==> config.mk <==
export PLATFORM = sky130hd
export DESIGN_NAME = dispatch_ctrl
export DESIGN_NICKNAME = d
export VERILOG_FILES = /design/src/rtl/dispatch_ctrl.sv
export SDC_FILE = /design/constraint.sdc
export NUM_CORES = 1
export LEC_CHECK = 0
export CAP_MARGIN = 15
export CORE_ASPECT_RATIO = 0.8
export CORE_MARGIN = 2
export CORE_UTILIZATION = 39
export DETAILED_ROUTE_END_ITERATION = 16
export PLACE_DENSITY_LB_ADDON = 0.3
export SLEW_MARGIN = 20
export SYNTH_ARGS = -nofsm -noshare
export SYNTH_HDL_FRONTEND = slang
export SYNTH_SLANG_ARGS = --single-unit
==> constraint.sdc <==
create_clock -name clock -period 4.2 [get_ports clock]
set_input_delay 0.84 -clock clock [delete_from_list [all_inputs] [get_ports clock]]
set_output_delay 0.84 -clock clock [all_outputs]
set_load 0.02 [all_outputs]
==> src/rtl/dispatch_ctrl.sv <==
// rtl/dispatch_ctrl.sv - dispatch width/credit controller with squash recovery
// Optional perf counters enabled by DISPATCH_PERF_EN.
module dispatch_ctrl #(
  parameter int IB_DEPTH       = 16,
  parameter int ROB_SIZE       = 32,
  parameter int RECOVER_CYCLES = 2
) (
  input  logic        clock,
  input  logic        reset_n,
  input  logic [1:0]  if_wr_cnt,
  input  logic [1:0]  rob_retire_cnt,
  input  logic [1:0]  rs_free_cnt,
  input  logic        squashed_sig_rob,
  input  logic        stall_ext,
  output logic [1:0]  dp_packet_req,
  output logic [4:0]  ib_occupancy,
  output logic [5:0]  rob_credits,
  output logic [1:0]  ctrl_state,
  output logic        ovf_err,
  output logic [31:0] perf_disp_cnt,
  output logic [31:0] perf_stall_cnt
);

  typedef enum logic [1:0] {
    S_IDLE    = 2'b00,
    S_RUN     = 2'b01,
    S_RECOVER = 2'b10,
    S_UNUSED  = 2'b11
  } state_t;

  localparam logic [6:0] IB_MAX   = 7'(IB_DEPTH);
  localparam logic [6:0] ROB_MAX  = 7'(ROB_SIZE);
  localparam logic [3:0] RCV_LOAD = 4'(RECOVER_CYCLES - 1);

  state_t     state_q, state_d;
  logic [4:0] occ_q, occ_d;
  logic [5:0] cred_q, cred_d;
  logic [3:0] rcv_q, rcv_d;
  logic       ovf_q, ovf_d;
  logic [1:0] lim;
  logic [1:0] n;
  logic [1:0] w;
  logic [6:0] occ_sum;
  logic [6:0] cred_sum;

  // Dispatch width: min(2, occupancy, credits, free RS slots), only while running unblocked.
  always_comb begin
    lim = 2'd2;
    if (occ_q < 5'd2)
      lim = occ_q[1:0];
    if (cred_q < {4'b0, lim})
      lim = cred_q[1:0];
    if (rs_free_cnt < lim)
      lim = rs_free_cnt;
    n = 2'd0;
    if (state_q == S_RUN && !stall_ext && !squashed_sig_rob)
      n = lim;
  end

  // Writes into a full buffer are dropped by the buffer itself, so they are not counted.
  assign w        = ({2'b0, occ_q} < IB_MAX) ? if_wr_cnt : 2'd0;
  assign occ_sum  = {2'b0, occ_q} + {5'b0, w} - {5'b0, n};
  assign cred_sum = {1'b0, cred_q} - {5'b0, n} + {5'b0, rob_retire_cnt};

  always_comb begin
    state_d = state_q;
    occ_d   = occ_q;
    cred_d  = cred_q;
    rcv_d   = rcv_q;
    ovf_d   = ovf_q;
    if (squashed_sig_rob) begin
      state_d = S_RECOVER;
      occ_d   = '0;
      cred_d  = ROB_MAX[5:0];
      rcv_d   = RCV_LOAD;
    end else begin
      if (occ_sum > IB_MAX) begin
        occ_d = IB_MAX[4:0];
        ovf_d = 1'b1;
      end else begin
        occ_d = occ_sum[4:0];
      end
      cred_d = (cred_sum > ROB_MAX) ? ROB_MAX[5:0] : cred_sum[5:0];
      case (state_q)
        S_IDLE: begin
          if (occ_d != '0)
            state_d = S_RUN;
        end
        S_RUN: begin
          if (occ_d == '0)
            state_d = S_IDLE;
        end
        S_RECOVER: begin
          if (rcv_q == '0)
            state_d = (occ_d != '0) ? S_RUN : S_IDLE;
          else
            rcv_d = rcv_q - 4'd1;
        end
        default: state_d = S_IDLE;
      endcase
    end
  end

  always_ff @(posedge clock or negedge reset_n) begin
    if (!reset_n) begin
      state_q <= S_IDLE;
      occ_q   <= '0;
      cred_q  <= ROB_MAX[5:0];
      rcv_q   <= '0;
      ovf_q   <= 1'b0;
    end else begin
      state_q <= state_d;
      occ_q   <= occ_d;
      cred_q  <= cred_d;
      rcv_q   <= rcv_d;
      ovf_q   <= ovf_d;
    end
  end

  assign dp_packet_req = n;
  assign ib_occupancy  = occ_q;
  assign rob_credits   = cred_q;
  assign ctrl_state    = state_q;
  assign ovf_err       = ovf_q;

`ifdef DISPATCH_PERF_EN
  logic [31:0] disp_q;
  logic [31:0] stall_q;

  always_ff @(posedge clock or negedge reset_n) begin
    if (!reset_n) begin
      disp_q  <= '0;
      stall_q <= '0;
    end else begin
      disp_q <= disp_q + {30'b0, n};
      if (state_q == S_RUN && occ_q != '0 && n == 2'd0)
        stall_q <= stall_q + 32'd1;
    end
  end

  assign perf_disp_cnt  = disp_q;
  assign perf_stall_cnt = stall_q;
`else
  assign perf_disp_cnt  = '0;
  assign perf_stall_cnt = '0;
`endif

endmodule

* Yosys cells after proc, flatten, opt, wreduce, memory -nomap -nowiden
Index checks and enable logic that the tools add are counted.
** Cells by class
- $add $sub $neg :: 5
- $lt $le $gt $ge :: 6
- Equal/unequal tests :: 6
- Muxes and demuxes :: 19
- Bitwise operators :: 1
- Reductions and logical operators :: 12
** Operator list (number)
- 2-to-1 mux 2 bit :: 9
- 2-to-1 mux 5 bit :: 3
- subtractor 6 x 2 -> 7 bit :: 2
- 2-to-1 mux 4 bit :: 3
- 2-to-1 mux 6 bit :: 2
- adder 7 x 2 -> 7 bit :: 1
- greater-than comparator 7 x 5 -> 1 bit, second input constant :: 1
- greater-than comparator 7 x 6 -> 1 bit, second input constant :: 1
- adder 5 x 2 -> 6 bit :: 1
- less-than comparator 6 x 2 -> 1 bit :: 1
- != test 3 bit, second input constant :: 2
- one-hot mux 2 bit (3 select lines) :: 1
- logical NOT 5 bit :: 1
- less-than comparator 5 x 2 -> 1 bit, second input constant :: 1
- less-than comparator 5 bit, second input constant :: 1
- nonzero test 5 bit :: 1
- logical NOT 4 bit :: 1
- AND reduction 2 bit :: 2
- subtractor 4 x 1 -> 4 bit, second input constant :: 1
- != test 3 x 2 -> 1 bit, second input constant :: 1
- AND reduction 3 bit :: 1
- equality test 2 x 1 -> 1 bit, second input constant :: 1
- equality test 2 bit, second input constant :: 1
- logical AND 1 bit :: 2
- other kinds (7) :: 8
** Word-level totals
- Flip-flop bits (word level) :: 18
- Input bits :: 10
- Output and inout bits :: 80
- Logic and storage cells :: 54

* Longest topological paths before layout
Gate-level depths: netlist (run 1).
- Depth in word-level cells :: 16
- Gate-level depth with buffers :: 22
- Depth with buffers taken out :: 22

* Worst setup path after synthesis (run 1)
Ideal clock, no wire load.
- Path type :: register -> register
- Start :: reg occ_q[4] (netlist: ib_occupancy[4])
- End :: reg ovf_q (netlist: ovf_err)
- Library setup time :: 118 ps
- Arrival time :: 4306 ps
- Required time :: 4082 ps
- Slack :: -224 ps
- Stages on the path, launching flop included :: 21
- Path buffers :: 0
- Period minus slack after synthesis :: 4424 ps
- Cells stage by stage :: dfrtp_1 inv_1 ha_1 inv_1 o211ai_1 inv_1 ha_1 and2_1 a221o_1 nor2_1 a21oi_1 ha_1 and2_1 fa_1 inv_1 fa_1 a21o_1 a21oi_1 xnor2_1 o211ai_1 a21o_1
** On the way
- Cells in the longest elaborated chain, start to end :: 10
- Elaborated cells on any way between the ends :: 13
- Those cells by class :: add/sub: 2; order compare: 5; mux: 5; reduce/logical: 1
** RTL lines
- start: declaration :: RTL line 36 : logic [4:0] occ_q, occ_d;
- start signal: assignment :: RTL line 107 : occ_q <= '0;
- start signal: assignment :: RTL line 113 : occ_q <= occ_d;
- less-than comparator 5 x 2 -> 1 bit * :: RTL line 49 : if (occ_q < 5'd2)
- 2-to-1 mux 2 bit * :: RTL line 49
- less-than comparator 6 x 2 -> 1 bit :: RTL line 51 : if (cred_q < {4'b0, lim})
- 2-to-1 mux 2 bit * :: RTL line 51
- less-than comparator 2 bit :: RTL line 53 : if (rs_free_cnt < lim)
- 2-to-1 mux 2 bit * :: RTL line 53
- 2-to-1 mux 2 bit * :: RTL line 56 : if (state_q == S_RUN && !stall_ext && !squashed_sig_rob)
- net dp_packet_req[1] :: RTL line 15 : output logic [1:0] dp_packet_req,
- subtractor 6 x 2 -> 7 bit * :: RTL line 62 : assign occ_sum = {2'b0, occ_q} + {5'b0, w} - {5'b0, n};
- greater-than comparator 7 x 5 -> 1 bit * :: RTL line 77 : if (occ_sum > IB_MAX) begin
- AND reduction 2 bit (no source line) *
- end signal: assignment :: RTL line 116 : ovf_q <= ovf_d;
- end: declaration :: RTL line 39 : logic ovf_q, ovf_d;
Mark *: on every way through the listed nets, which the timed path passes. The rest lies on a longest branch.
A chain may end at the register's enable or synchronous reset.

* Worst setup path in the final report (run 1)
- Start :: reg occ_q[4] (netlist: ib_occupancy[4])
- End :: reg ovf_q (netlist: ovf_err)
** On the way
- Cells in the longest elaborated chain, start to end :: 10
- Elaborated cells on any way between the ends :: 13
- Those cells by class :: add/sub: 2; order compare: 5; mux: 5; reduce/logical: 1
** RTL lines (RTL line)
- less-than comparator 5 x 2 -> 1 bit :: 49
- 2-to-1 mux 2 bit :: 49
- less-than comparator 6 x 2 -> 1 bit :: 51
- 2-to-1 mux 2 bit :: 51
- less-than comparator 2 bit :: 53
- 2-to-1 mux 2 bit :: 53
- 2-to-1 mux 2 bit :: 56
- subtractor 6 x 2 -> 7 bit * :: 62
- greater-than comparator 7 x 5 -> 1 bit * :: 77
- AND reduction 2 bit (no source line) *
Mark *: on every way between the ends. The rest lies on a longest branch, timed or not.

==> out/metrics.cfg, run 1 <==
[grt]
globalRoute.totalOverflow = 0
antenna_found_initial = 0
grt_pass1_vias = 1414
grt_max_degree = 19
grt_usage_pct = 13.3
grt_pass1_wl_um = 6530

[power]
pwr-share-comb_pct = 82.1
p_int_mw = 1.30
pwr-share-clk_pct = 5.2
vdd_drop_max_mv = 0.308
seq_power_share_pct = 12.7
p_switching_mw = 1.12
swShare_pct = 46.2
powerDensity_nw_per_um2 = 921
p_leak_nw = 1.28

[synthesis]
ys_types = 45
ys_ff_latch = 18
synth-main-ff-cell = dfrtp_1
ys_seq_area_share_pct = 21.8
synth_edf_count = 0
postSynthCellCount = 241
synth_async_sr_flop_share_pct = 100
ys_warn_count = 0
synth_area_per_cell_sq_um = 8.58
syn_area_sq_um = 2070

[cts]
cts_buffer_depth = 2
cts_root_buffer = clkbuf_8
cts_tree = built
cts_buffers = 3
cts_hold_buffers = 0
insertion_delay_ns = 0.25
cts_sinks = 18
h-tree-depth = 1
clkTransAtPathRegs_ns = 0.07

[drt]
drc = 0
drt_iter0_markers = 78
vias_per_cell = 4.38
drt-total-wl_um = 4180
via_count = 1603
postRouteAntennaNets = 0
routedWlPerCell_um = 11.4
first_pass_iters = 4

[timing]
fin_crit_sh_pct = 102
relSlewSlack_pct = 43.3
layout_setup_ws_ns = -0.0756
finalSetupViolCount = 9
fin_hold_ws_ns = 0.496
worst_pin_slew_ns = 0.848
hold_viol = 0
totalNegativeSetupSlack_ns = -0.439
drv_slew = 0
rsz0062_at_grt = true
timing.fmax_mhz = 234
skew_ns = 0.00467
fin_crit_ns = 4.28

[finish]
multi_input_area_sq_um = 1420
most-common-layout-cells = conb_1 (64), buf_4 (36), clkdlybuf4s50_1 (24)
n_antenna_cell = 0
fin_util_pct = 52.0
drive_above_1_share_pct = 26.0
nFillCells = 492
final_common_cell = conb_1
fin_nets = 340
area_growth_pct = 27.3
seq_area_sq_um = 454

[floorplan]
rows = 23
die_area_sq_um = 5910
die_w_um = 85.4
io_pins = 90
start_util_pct = 40.8
core_area_sq_um = 5060
die_h_um = 69.1

[setup_path]
cp_slowest_cell = fa_1
rr_startpoint = ib_occupancy[4]
cp-end-kind = flip-flop
r2r_setup_slack_ns = -0.08
cp.arrival_ns = 4.42
path_delay_family = adder cells
cpPeakStageDelay_ns = 0.49
r2r_cells = 21
rr_endpoint = ovf_err
crit_type = reg2reg
worst-path-buf-inv = 5
cp-start-kind = flip-flop
crit_required_ns = 4.35
crit_chain = inv_4, ha_4, inv_2, o211ai_1, inv_1, ha_1, and2_1, a221o_1, nor2_2, a21oi_2, ha_4, and2_4, fa_1, inv_2, buf_6, fa_2, a21o_1, a21oi_4, xnor2_2, o211ai_1, a21o_1
crit_fanout = 4

[run_status]
violations = negative setup slack
outcome = finished with violations

[placement]
hpwl_um = 3210
port_buffers = 25
place_ws_ns = -0.267
gp_congestion = 0.888

[flow_run]
max_cap_violations = 0

[min_path]
whs_endpoint = ovf_err
hp-class = reg2reg
holdCritStartpoint = ovf_err
worstHoldPathCells = 1

state kept, by name, summed over array words and instances, names as in the netlist:
name,flops
rcv_q,4
ovf_err,1
rob_credits,6
ib_occupancy,5
ctrl_state,2
cells in the mapped netlist (all sizes together) (2+ instances only):
library cell / number / share of area (%)
a31oi: 2 / 0.60
a21oi: 8 / 1.9
nor3: 12 / 3.1
xnor2: 8 / 3.4
nand2b: 8 / 2.4
nor4b: 3 / 1.6
or2: 3 / 1.0
ha: 21 / 13
nand3: 2 / 0.48
a21o: 4 / 1.5
xor2: 3 / 1.3
nand2: 8 / 1.5
and2: 2 / 0.60
inv: 28 / 5.1
nand4: 3 / 0.91
fa: 4 / 3.9
o21ai: 7 / 1.9
nor2: 12 / 2.2
buf: 65 / 24
o211ai: 3 / 1.1
dfrtp: 17 / 21
a211oi: 3 / 1.6
metal layers:
layer	global-route usage, %	share of wire [%]
met1	21.0	50
met2	19.2	44
met3	1.32	4.9
met4	3.17	1.1
met5	0	0
cells by family (layout without fill, tap and decap cells):
| group | after synthesis | in the layout | share of synthesized area, % |
|---|---|---|---|
| DFF | 18 | 18 | 21.8 |
| and+or+nand+nor | 57 | 57 | 15.3 |
| xor gates and xnor gates | 11 | 11 | 4.66 |
| other | 1 | 64 | 0.181 |
| buffers and inverters | 93 | 93 | 28.9 |
| muxes | 1 | 1 | 0.484 |
| adders and majority gates | 25 | 25 | 16.6 |
| AOI/OAI and AO/OA | 35 | 35 | 12.1 |
worst max-delay path by stage:
| stage | startpoint | end | cells past startpoint |
|---|---|---|---|
| after CTS | ib_occupancy[3] | ib_occupancy[2] | 21 |
| after global routing | ib_occupancy[4] | ctrl_state[0] | 22 |
| final | ib_occupancy[4] | ovf_err | 21 |
| after detailed placement | ib_occupancy[4] | ovf_err | 22 |
| after global placement | ib_occupancy[3] | ib_occupancy[1] | 22 |
| after floorplan | ib_occupancy[4] | ovf_err | 20 |
timing repair:
| action | in CTS | in global routing |
|---|---|---|
| cloned | 0 | 0 |
| setup buffers | 4 | 7 |
| gates resized for setup | 24 | 17 |
| endpoints found under the setup margin | 14 | 14 |
| pin swaps | 20 | 27 |
final cells by class:
class,count,area share [%]
Sequential cell,18,17.3
Multi-Input combinational cell,193,54.1
Clock buffer,4,1.71
Timing Repair Buffer,61,19.8
Inverter,28,4.18
Tap cell,62,2.95
through the flow:
step	cells	power (mW)	instance area [sq um]
2_1_floorplan	304	1.41	2320
3_3_place_gp	351	1.85	2340
3_5_place_dp	351	1.87	2340
4_1_cts	359	2.21	2500
5_1_grt	366	2.64	2630
6_report	366	2.42	2630
power groups by stage:
stage | combinational [mW] | sequential [mW] | clock [mW]
detailed placement | 1.56 | 0.307 | 0
global placement | 1.55 | 0.308 | 0
CTS | 1.77 | 0.307 | 0.130
global route | 2.18 | 0.320 | 0.137
finish | 1.99 | 0.309 | 0.126
floorplan | 1.05 | 0.361 | 0
Note: power is estimated with default switching activity, not from simulation.
==> run 2: changes to the inputs <==
- CTS_CLUSTER_SIZE: not set -> 14
==> results of run 2 <==
Same layout as run 1: the final DEF is identical, and so are final timing and power.
==> run 3: changes to the inputs <==
- CORE_ASPECT_RATIO: 0.8 -> 1.2
- SKIP_LAST_GASP: not set -> 1
==> out/metrics.cfg, run 3 (synthesis gave the netlist of run 1 again) <==
[run_status]
outcome = finished with violations
violations = negative setup slack

[drt]
first_pass_iters = 4
drc = 0
routedWlPerCell_um = 12.0
drt-total-wl_um = 4400
vias_per_cell = 4.56
via_count = 1670
postRouteAntennaNets = 0
drt_iter0_markers = 81

[placement]
hpwl_um = 3000
place_ws_ns = -0.163
place_inst = 344
port_buffers = 25
gp_congestion = 0.839

[finish]
fin_nets = 340
area_growth_pct = 31.0
final_cells = 366
drive_above_1_share_pct = 30.3
fin_util_pct = 52.2
largest_reg_flops = 6
n_antenna_cell = 0
most-common-layout-cells = conb_1 (64), buf_4 (35), clkdlybuf4s50_1 (24)
final_common_cell = conb_1

[power]
p_leak_nw = 1.30
powerDensity_nw_per_um2 = 974
vdd_drop_max_mv = 0.297

[setup_path]
cpPeakStageDelay_ns = 0.42
cp_slowest_cell = dfrtp_2
crit_fanout = 4
crit_chain = inv_4, ha_4, inv_2, o211ai_1, inv_1, ha_4, and2_4, a221o_1, nor2_2, a21oi_2, ha_1, nand2b_4, o21ai_4, o21bai_4, xnor2_1, ha_2, fa_2, a21o_1, a21oi_4, xnor2_2, o211ai_1, a21o_1
crit_required_ns = 4.35
path_delay_family = compound AO/OA/AOI/OAI gates
worst-path-buf-inv = 3
cp-start-kind = flip-flop
crit_type = reg2reg
cp.arrival_ns = 4.43
cp-end-kind = flip-flop

[floorplan]
die_area_sq_um = 5900
io_pins = 90
die_w_um = 70.5
core_area_sq_um = 5190
rows = 29
die_h_um = 83.8
start_util_pct = 39.9

[cts]
cts_tree = built
insertion_delay_ns = 0.25
cts_buffer_depth = 2
h-tree-depth = 1
cts_sinks = 18
cts_buffers = 3
cts_hold_buffers = 0
clkTransAtPathRegs_ns = 0.07
cts_root_buffer = clkbuf_8

[timing]
fin_hold_ws_ns = 0.476
drv_slew = 0
relSlewSlack_pct = 44.4
timing.fmax_mhz = 234
layout_setup_ws_ns = -0.0795
finalSetupViolCount = 10
fin_crit_ns = 4.28
hold_viol = 0
rsz0062_at_grt = true
worst_pin_slew_ns = 0.832
fin_crit_sh_pct = 102
skew_ns = 0.000513

[min_path]
hp-class = reg2reg

[grt]
globalRoute.totalOverflow = 0
grt_pass1_vias = 1435
grt_usage_pct = 13.6
antenna_found_initial = 0
grt_max_degree = 19
grt_pass1_wl_um = 6490

[flow_run]
max_cap_violations = 0

-- run 3: cell count changes in the layout (fill, tap and decap cells not counted), sizes merged --
cell,before,now
clkbuf,4,5
buf,37,36
-- run 3: path summary, 6_finish.rpt --
kind	to	slack (ns)	depth (start not counted)	startpoint
max	ovf_err	-0.08	22	ib_occupancy[4]
min	ovf_err	0.48	1	ovf_err
max reg2reg	ovf_err	-0.08	22	ib_occupancy[4]
min reg2reg	ovf_err	0.48	1	ovf_err
max in group asynchronous	ib_occupancy[3]	2.57	1	reset_n
min in group asynchronous	ctrl_state[1]	1.06	1	reset_n
-- run 3: metal layers --
metal  global-route usage [%]  vias to the layer above  part of all wire (%)
li1                         -                      796                     -
met1                     16.9                      790                    39
met2                     24.0                       74                    53
met3                     1.81                       10                   5.2
met4                     4.55                        0                   2.9
met5                        0                        -                     0
-- run 3: final cells by class --
class | instances | area [sq um]
well taps | 62 | 77.6
multi-input cells | 193 | 1500
repair buffers | 61 | 519
clock buffers | 4 | 55.1
flip-flops and latches | 18 | 454
inverters | 28 | 108
fillers | 492 | 2480
-- run 3: where the power goes --
group	total [mW]	internal [mW]	switching, mW
Sequential	0.314	0.246	0.0676
Combinational	2.18	1.09	1.09
Clock	0.141	0.0833	0.0576
Total	2.64	1.42	1.22
-- run 3: what timing repair did --
| item | CTS | global route |
|---|---|---|
| buffers inserted | 11 | 8 |
| pin swaps | 22 | 37 |
| gates resized for setup | 20 | 33 |
| endpoints found under the setup margin | 13 | 14 |
-- run 3: per-stage QoR --
| stage | TNS, ns | total power, mW | cell area (sq um) |
|---|---|---|---|
| global placement | -0.164 | 1.85 | 2290 |
| floorplan | 0 | 1.41 | 2320 |
| global route | -2.75 | 2.85 | 2710 |
| CTS | -0.132 | 2.28 | 2520 |
| finish | -0.487 | 2.64 | 2710 |
| detailed placement | -0.846 | 1.85 | 2290 |
